File: config.mk
export PLATFORM = sky130hd
export DESIGN_NAME = sync_fifo_param
export DESIGN_NICKNAME = d
export VERILOG_FILES = /design/src/rtl/sync_fifo_param.sv
export SDC_FILE = /design/constraint.sdc
export NUM_CORES = 1
export LEC_CHECK = 0
export CORE_MARGIN = 4
export CORE_UTILIZATION = 40
export DETAILED_ROUTE_END_ITERATION = 6
export REMOVE_ABC_BUFFERS = 1
export SLEW_MARGIN = 20
export SYNTH_ARGS = -nofsm -noshare
export SYNTH_HDL_FRONTEND = slang
export SYNTH_SLANG_ARGS = --single-unit
File: constraint.sdc
create_clock -name clk -period 3.05 [get_ports clk]
set_input_delay 0.61 -clock clk [delete_from_list [all_inputs] [get_ports clk]]
set_output_delay 0.61 -clock clk [all_outputs]
set_load 0.005 [all_outputs]
File: src/rtl/sync_fifo_param.sv
`default_nettype none
// ============================================================================
//  Module   : sync_fifo_param
//  Summary  : Single-clock parametrised FIFO with threshold flags, occupancy
//             count, standard/FWFT read modes and sticky error flags.
//  Revision : 1.0 - initial release
// ============================================================================
module sync_fifo_param #(
    parameter int DATA_W    = 8,
    parameter int DEPTH     = 8,
    parameter int AF_THRESH = DEPTH - 2,
    parameter int AE_THRESH = 2,
    parameter bit FWFT      = 1'b0
) (
    input  logic                     clk,
    input  logic                     rst_n,
    input  logic                     wen,
    input  logic [DATA_W-1:0]        wdata,
    input  logic                     ren,
    input  logic                     clr_err,
    output logic [DATA_W-1:0]        rdata,
    output logic                     full,
    output logic                     empty,
    output logic                     almost_full,
    output logic                     almost_empty,
    output logic [$clog2(DEPTH):0]   count,
    output logic                     overflow,
    output logic                     underflow
);

    localparam int           AW        = $clog2(DEPTH);
    localparam logic [AW:0]  c_DEPTH   = DEPTH[AW:0];
    localparam logic [AW:0]  c_AF      = AF_THRESH[AW:0];
    localparam logic [AW:0]  c_AE      = AE_THRESH[AW:0];
    localparam logic [AW-1:0] c_PTR_ONE = AW'(1);
    localparam logic [AW:0]  c_CNT_ONE = (AW + 1)'(1);

    logic [DATA_W-1:0] r_mem [DEPTH];
    logic [AW-1:0]     r_wptr;
    logic [AW-1:0]     r_rptr;
    logic [AW:0]       r_count;
    logic              r_ovf;
    logic              r_udf;

    logic w_full;
    logic w_empty;
    logic w_wr;
    logic w_rd;

    assign w_full  = (r_count == c_DEPTH);
    assign w_empty = (r_count == '0);
    assign w_wr    = wen && !w_full;
    assign w_rd    = ren && !w_empty;

    assign full         = w_full;
    assign empty        = w_empty;
    assign almost_full  = (r_count >= c_AF);
    assign almost_empty = (r_count <= c_AE);
    assign count        = r_count;
    assign overflow     = r_ovf;
    assign underflow    = r_udf;

    // Storage is deliberately left out of reset; only pointers define validity.
    always_ff @(posedge clk) begin
        if (w_wr) begin
            r_mem[r_wptr] <= wdata;
        end
    end

    always_ff @(posedge clk or negedge rst_n) begin
        if (!rst_n) begin
            r_wptr  <= '0;
            r_rptr  <= '0;
            r_count <= '0;
        end else begin
            if (w_wr) begin
                r_wptr <= r_wptr + c_PTR_ONE;
            end
            if (w_rd) begin
                r_rptr <= r_rptr + c_PTR_ONE;
            end
            case ({w_wr, w_rd})
                2'b10:   r_count <= r_count + c_CNT_ONE;
                2'b01:   r_count <= r_count - c_CNT_ONE;
                default: ;
            endcase
        end
    end

    // A new error in the same cycle as clr_err keeps the flag set.
    always_ff @(posedge clk or negedge rst_n) begin
        if (!rst_n) begin
            r_ovf <= 1'b0;
            r_udf <= 1'b0;
        end else begin
            if (wen && w_full) begin
                r_ovf <= 1'b1;
            end else if (clr_err) begin
                r_ovf <= 1'b0;
            end
            if (ren && w_empty) begin
                r_udf <= 1'b1;
            end else if (clr_err) begin
                r_udf <= 1'b0;
            end
        end
    end

    generate
        if (FWFT) begin : g_fwft
            logic [DATA_W-1:0] r_hold;

            // Remembers the last popped head so rdata stays stable while empty.
            always_ff @(posedge clk or negedge rst_n) begin
                if (!rst_n) begin
                    r_hold <= '0;
                end else if (w_rd) begin
                    r_hold <= r_mem[r_rptr];
                end
            end

            assign rdata = w_empty ? r_hold : r_mem[r_rptr];
        end else begin : g_std
            logic [DATA_W-1:0] r_rdata;

            always_ff @(posedge clk or negedge rst_n) begin
                if (!rst_n) begin
                    r_rdata <= '0;
                end else if (w_rd) begin
                    r_rdata <= r_mem[r_rptr];
                end
            end

            assign rdata = r_rdata;
        end
    endgenerate

endmodule
`default_nettype wire
==> impl_metrics.ini, run 1 <==
[status]
status = completed

[floorplanning]
num_rows = 33
die_h_um = 102
floorplan.initialDensity_pct = 42.0
fp.dieW_um = 102
fp.coreArea_um2 = 8380
ios = 31
dieArea_um2 = 10400

[placed_design]
place.gp.congestion = 0.716
port_buffers = 30
detailed_place_hpwl_mm = 3.91

[yosys]
synth_top_area_share_pct = 54.6
synth.area.mux_share_pct = 9.99
syn_area_um2 = 3520
synth-simple-area-share_pct = 6.76
syn_inst = 222
ys_types = 35
ys.flop_type = edfxtp_1
synth_area_leaders = edfxtp_1 (55%), dfrtp_1 (14%), mux2_2 (5.4%)
synth_xor_area_share_pct = 1.99
synth_top_family_by_area = multiplexers
ys_ff_latch = 84
synth_edf_count = 64
synth_common_cells = edfxtp_1 (64), nand2_1 (22), dfrtp_1 (20)
avgSynthCellArea_um2 = 15.8
synth_compound_area_share_pct = 7.11
synthArstFlopShare_pct = 23.8
ys_warn_count = 0
synth.most_common_cell = edfxtp_1
ys_seq_area_share_pct = 68.8
synth_top_cell_by_area = edfxtp_1
synth-adder-area-share_pct = 1.78

[timing]
fin_crit_sh_pct = 80.1
fmax_ghz = 0.410
setup_tns_ns = 0
finalHoldViolCount = 0
grt_setup_unrepaired = false
report.final.slew_viol_count = 0
period_needed_ns = 2.44
setup_viol = 0
relSlewSlack_pct = 48.2
finClkSkew_ns = 0.00964
tightest_slew_ns = 0.776

[clock_network]
cts.clk_slew.worst_paths_ns = 0.08
cts-hold-fix-buffers = 0
cts_setup_buffers = 0
cts-resized-gates = 0
cts_buffers = 9
cts_tree = done
cts_htree_levels = 3
clock_sinks = 84
clockBufferDepth = 2
clk_latency_ns = 0.35
ctsRootBufferMaster = clkbuf_8

[route]
vias_per_cell = 4.99
dr_total_vias = 1873
drc_errors = 0
firstDrtPassIters = 4
drt_iter0_drc = 93
ant_nets = 0
wirelength_mm = 6.39
wire_per_inst_um = 17.0

[setup_path]
cp_data_required_time_ns = 2.44
r2r-start = count[1]$_DFFE_PN0P_
crit_type = reg -> out
cp.arrival_ns = 1.83
slowest_delay_ns = 0.56
r2r-end = count[2]$_DFFE_PN0P_
regToRegSetupSlack_ns = 0.67
path_max_fanout = 10
r2r.worst_path.cells = 10
startpoint = count[1]$_DFFE_PN0P_
critPathCaptureType = primary output
crit_path_start_kind = flop
critPathSlowestCell = clkdlybuf4s50_1
path_cells = nor4b_2 > clkdlybuf4s50_1
setup.worst_path.end = full

[power_and_ir_drop]
p_sw_w = 0.00121
clkPwrFrac_pct = 20.7
vdd_ir_drop_max_mv = 0.310
power_density_nw_per_um2 = 915
power.internal_w = 0.00256
seqPwrFrac_pct = 44.4
p_sw_share_pct = 32.1
leakagePower_nw = 1.50
combPwrFrac_pct = 34.9
p_total_w = 0.00377

[cells_and_area]
drive_gt1_share_pct = 20.0
area_delta_synth_final_pct = 17.2
multiInputGateArea_um2 = 972
fin_nets = 283
register_area_um2 = 2420
num_antenna_cells = 0
fillers = 732

[worst_hold_path]
hold_path_startpoint = rdata[7]$_DFFE_PN0P_
hold_path_class = reg -> reg

[grt]
grt_max_degree = 35
antenna_found_initial = 0
grt_pass1_vias = 1824
track_usage_pct = 13.4
grt_overflow = 0
grt_pass1_wl_mm = 9.98

[job]
cap_viol_max_count = 0
## worst min path at each step
stage	depth (start not counted)	endpoint	slack (ns)
floorplan	0	count[0]$_DFFE_PN0P_	0.31
detailed placement	2	rdata[6]$_DFFE_PN0P_	0.47
finish	2	rdata[7]$_DFFE_PN0P_	0.48
global route	2	rdata[2]$_DFFE_PN0P_	0.51
global placement	2	rdata[3]$_DFFE_PN0P_	0.46
CTS	2	rdata[6]$_DFFE_PN0P_	0.49
## power groups by stage
stage	combinational, W	clock [W]	sequential (W)
global placement	0.00133	0	0.00169
floorplan	0.000752	0	0.00175
CTS	0.00135	0.000811	0.00168
detailed placement	0.00135	0	0.00170
finish	0.00132	0.000782	0.00167
global route	0.00144	0.000872	0.00171
## critical path, delay by kind of cell (launching register included)
kind	cells	cell delay [ns]
buffers and inverters	1	0.56
AND/OR/NAND/NOR	1	0.40
flip-flops	1	0.52
## cell type report
cell class / instances / share of cell area (%)
clock buffer: 11 / 3.19
timing repair buffer: 42 / 9.47
inverter: 4 / 0.364
tap: 105 / 3.19
sequential: 84 / 58.8
multi-input combinational: 124 / 23.6
clock inverter: 5 / 1.46
## routing by layer
layer / wire (µm) / vias to the layer above / GRT usage, %
li1: - / 919 / -
met1: 2880 / 912 / 17.4
met2: 3140 / 33 / 21.3
met3: 271 / 9 / 3.10
met4: 93 / 0 / 5.83
met5: 0 / - / 0
## stage by stage
step | setup slack (ns) | cell area, µm² | utilization [%] | instances | hold WS, ns
after floorplan | 0.270 | 3410 | - | 212 | 0.314
after global placement | 0.421 | 3930 | 46.9 | 359 | 0.461
after detailed placement | 0.377 | 3930 | 46.9 | 359 | 0.466
after CTS | 0.562 | 4120 | 49.2 | 375 | 0.486
after global routing | 0.490 | 4120 | 49.2 | 375 | 0.511
final | 0.608 | 4120 | 49.2 | 375 | 0.479
## cells in the final DEF (no fill, tap or decap), types with 3 or more instances in the layout
| cell type | count |
|---|---|
| a221o_1 | 8 |
| buf_4 | 12 |
| clkbuf_8 | 9 |
| clkdlybuf4s50_1 | 30 |
| dfrtp_1 | 20 |
| edfxtp_1 | 64 |
| ha_1 | 5 |
| inv_1 | 3 |
| mux2_2 | 17 |
| mux2i_1 | 16 |
| nand2_1 | 22 |
| nand2b_1 | 6 |
| nor2_1 | 8 |
| o21ai_2 | 8 |
| o22ai_1 | 8 |
| xnor2_1 | 4 |
| xor2_1 | 4 |
## flip-flops by register name, summed over array words and instances, names as in the netlist
register / cells
r_rptr: 3
overflow: 1
count: 4
underflow: 1
r_wptr: 3
r_mem: 64
rdata: 8
## kinds of logic (layout without fill, tap and decap cells)
family / count (synthesis) / in the layout
adders and majority gates: 5 / 5
and+or+nand+nor: 46 / 46
xor gates and xnor gates: 8 / 8
DFF: 84 / 84
buffers and inverters: 14 / 62
AOI/OAI and AO/OA: 32 / 32
muxes: 33 / 33
(Power assumes the default switching activity.)
==> run 2, diff against run 1 <==
Clock period 3.05 ns to 2.3 ns, I/O delays scaled along.
==> run 2 against run 1 <==
Combinational power up 49%. Clock skew up 0.0015 ns. Utilization up 1.4 points. Power up 36%. Clock power up 22%. Count of clock-buffer cells in the layout down 2. Die area unchanged. Highest routed layer unchanged. First-iteration DRC count up 9.7%. Design area up 2.9%. Final cell count up 3.2%. Register-to-register slack worse by 0.48 ns. Largest cell class unchanged.
==> impl_metrics.ini, run 2 (same netlist as run 1, synthesis figures left out) <==
[grt]
track_usage_pct = 13.8
grt_pass1_wl_mm = 10.5
grt_overflow = 0
antenna_found_initial = 0
grt_pass1_vias = 2006
grt_max_degree = 35

[floorplanning]
fp.coreArea_um2 = 8380
dieArea_um2 = 10400
die_h_um = 102
ios = 31
floorplan.initialDensity_pct = 42.0
num_rows = 33
fp.dieW_um = 102

[timing]
report.final.slew_viol_count = 0
setup_viol = 0
relSlewSlack_pct = 64.0
fmax_ghz = 0.453
setup_tns_ns = 0
grt_setup_unrepaired = false
period_needed_ns = 2.21
finalHoldViolCount = 0
fin_crit_sh_pct = 96.0
tightest_slew_ns = 0.538
finClkSkew_ns = 0.0112

[cells_and_area]
largest-register = r_mem
final_common_cell = edfxtp_1
drive_gt1_share_pct = 26.2
num_antenna_cells = 0
fin_nets = 295
layout_common_cells = edfxtp_1 (64), clkdlybuf4s50_1 (29), buf_4 (23), nand2_1 (22), dfrtp_1 (19)
area_delta_synth_final_pct = 20.6
largest_reg_flops = 64

[clock_network]
cts_htree_levels = 3
clk_latency_ns = 0.35
ctsRootBufferMaster = clkbuf_8
clock_sinks = 84
cts-hold-fix-buffers = 0
cts_buffers = 9
cts.clk_slew.worst_paths_ns = 0.09
clockBufferDepth = 2
cts_tree = done

[placed_design]
place.gp.congestion = 0.751
detailed_place_hpwl_mm = 4.23
port_buffers = 30

[route]
firstDrtPassIters = 4
drt_iter0_drc = 102
ant_nets = 0
dr_total_vias = 1944
wirelength_mm = 6.53
wire_per_inst_um = 16.9
vias_per_cell = 5.02
drc_errors = 0

[status]
status = completed

[job]
cap_viol_max_count = 0

[setup_path]
path_max_fanout = 7
cp_data_required_time_ns = 1.84
crit_type = reg -> out
slowest_delay_ns = 0.54
crit_family = buffers and inverters
crit_path_start_kind = flop
cp.arrival_ns = 1.75
critPathCaptureType = primary output
path_cells = buf_4 > a211oi_1 > clkdlybuf4s50_1
critPathSlowestCell = clkdlybuf4s50_1
critPathBufInv = 2

[worst_hold_path]
hold_path_class = in -> async

[power_and_ir_drop]
power_density_nw_per_um2 = 1200
vdd_ir_drop_max_mv = 0.453
p_total_w = 0.00511
leakagePower_nw = 1.58
run 2: final cells by class:
type | count | area (µm²)
multi-input cells | 124 | 997
clock inverters | 7 | 57.6
repair buffers | 54 | 495
clock buffers | 9 | 124
fillers | 725 | 4140
flip-flops and latches | 84 | 2420
inverters | 4 | 15.0
well taps | 105 | 131
run 2: timing repair:
action,in CTS,in global routing
endpoints found under the setup margin,1,4
pin swaps,0,2
buffers inserted,1,1
gates resized for setup,1,6
run 2: power by group:
part / internal (W) / leakage [nW] / switching, W
registers: 0.00198 / 0.822 / 0.000203
clock network: 0.000405 / 0.0829 / 0.000549
logic: 0.00105 / 0.671 / 0.000929
total: 0.00343 / 1.58 / 0.00168
run 2: per-layer routing:
metal | GRT usage [%] | share of wire, % | vias to the layer above
li1 | - | - | 947
met1 | 16.9 | 43 | 948
met2 | 24.1 | 51 | 43
met3 | 3.93 | 4.7 | 6
met4 | 3.07 | 0.78 | 0
met5 | 0 | 0 | -
run 2: stage by stage:
stage	instances	instance area (µm²)	util [%]	worst slack [ns]	hold slack (ns)
floorplan	212	3410	-	-0.480	0.164
global placement	370	4030	48.0	-0.0615	0.461
detailed placement	370	4030	48.0	-0.118	0.468
CTS	386	4220	50.3	0.0420	0.441
global route	387	4240	50.6	0.00825	0.468
finish	387	4240	50.6	0.0913	0.446
run 2: path summary, 6_finish.rpt:
path	from	to	depth (start not counted)	slack [ns]
setup / recovery	count[0]$_DFFE_PN0P_	almost_empty	3	0.09
hold / removal	rst_n	r_rptr[2]$_DFFE_PN0P_	2	0.45
setup reg to reg	count[3]$_DFFE_PN0P_	count[2]$_DFFE_PN0P_	10	0.19
hold reg to reg	rdata[7]$_DFFE_PN0P_	rdata[7]$_DFFE_PN0P_	2	0.48
max in group asynchronous	rst_n	count[3]$_DFFE_PN0P_	2	1.62
min in group clk	rdata[7]$_DFFE_PN0P_	rdata[7]$_DFFE_PN0P_	2	0.48
==> run 3, diff against run 2 <==
Settings changed: HOLD_SLACK_MARGIN set to 0.15.
==> results of run 3 <==
No change in the layout: final DEF, timing and power equal those of run 2.
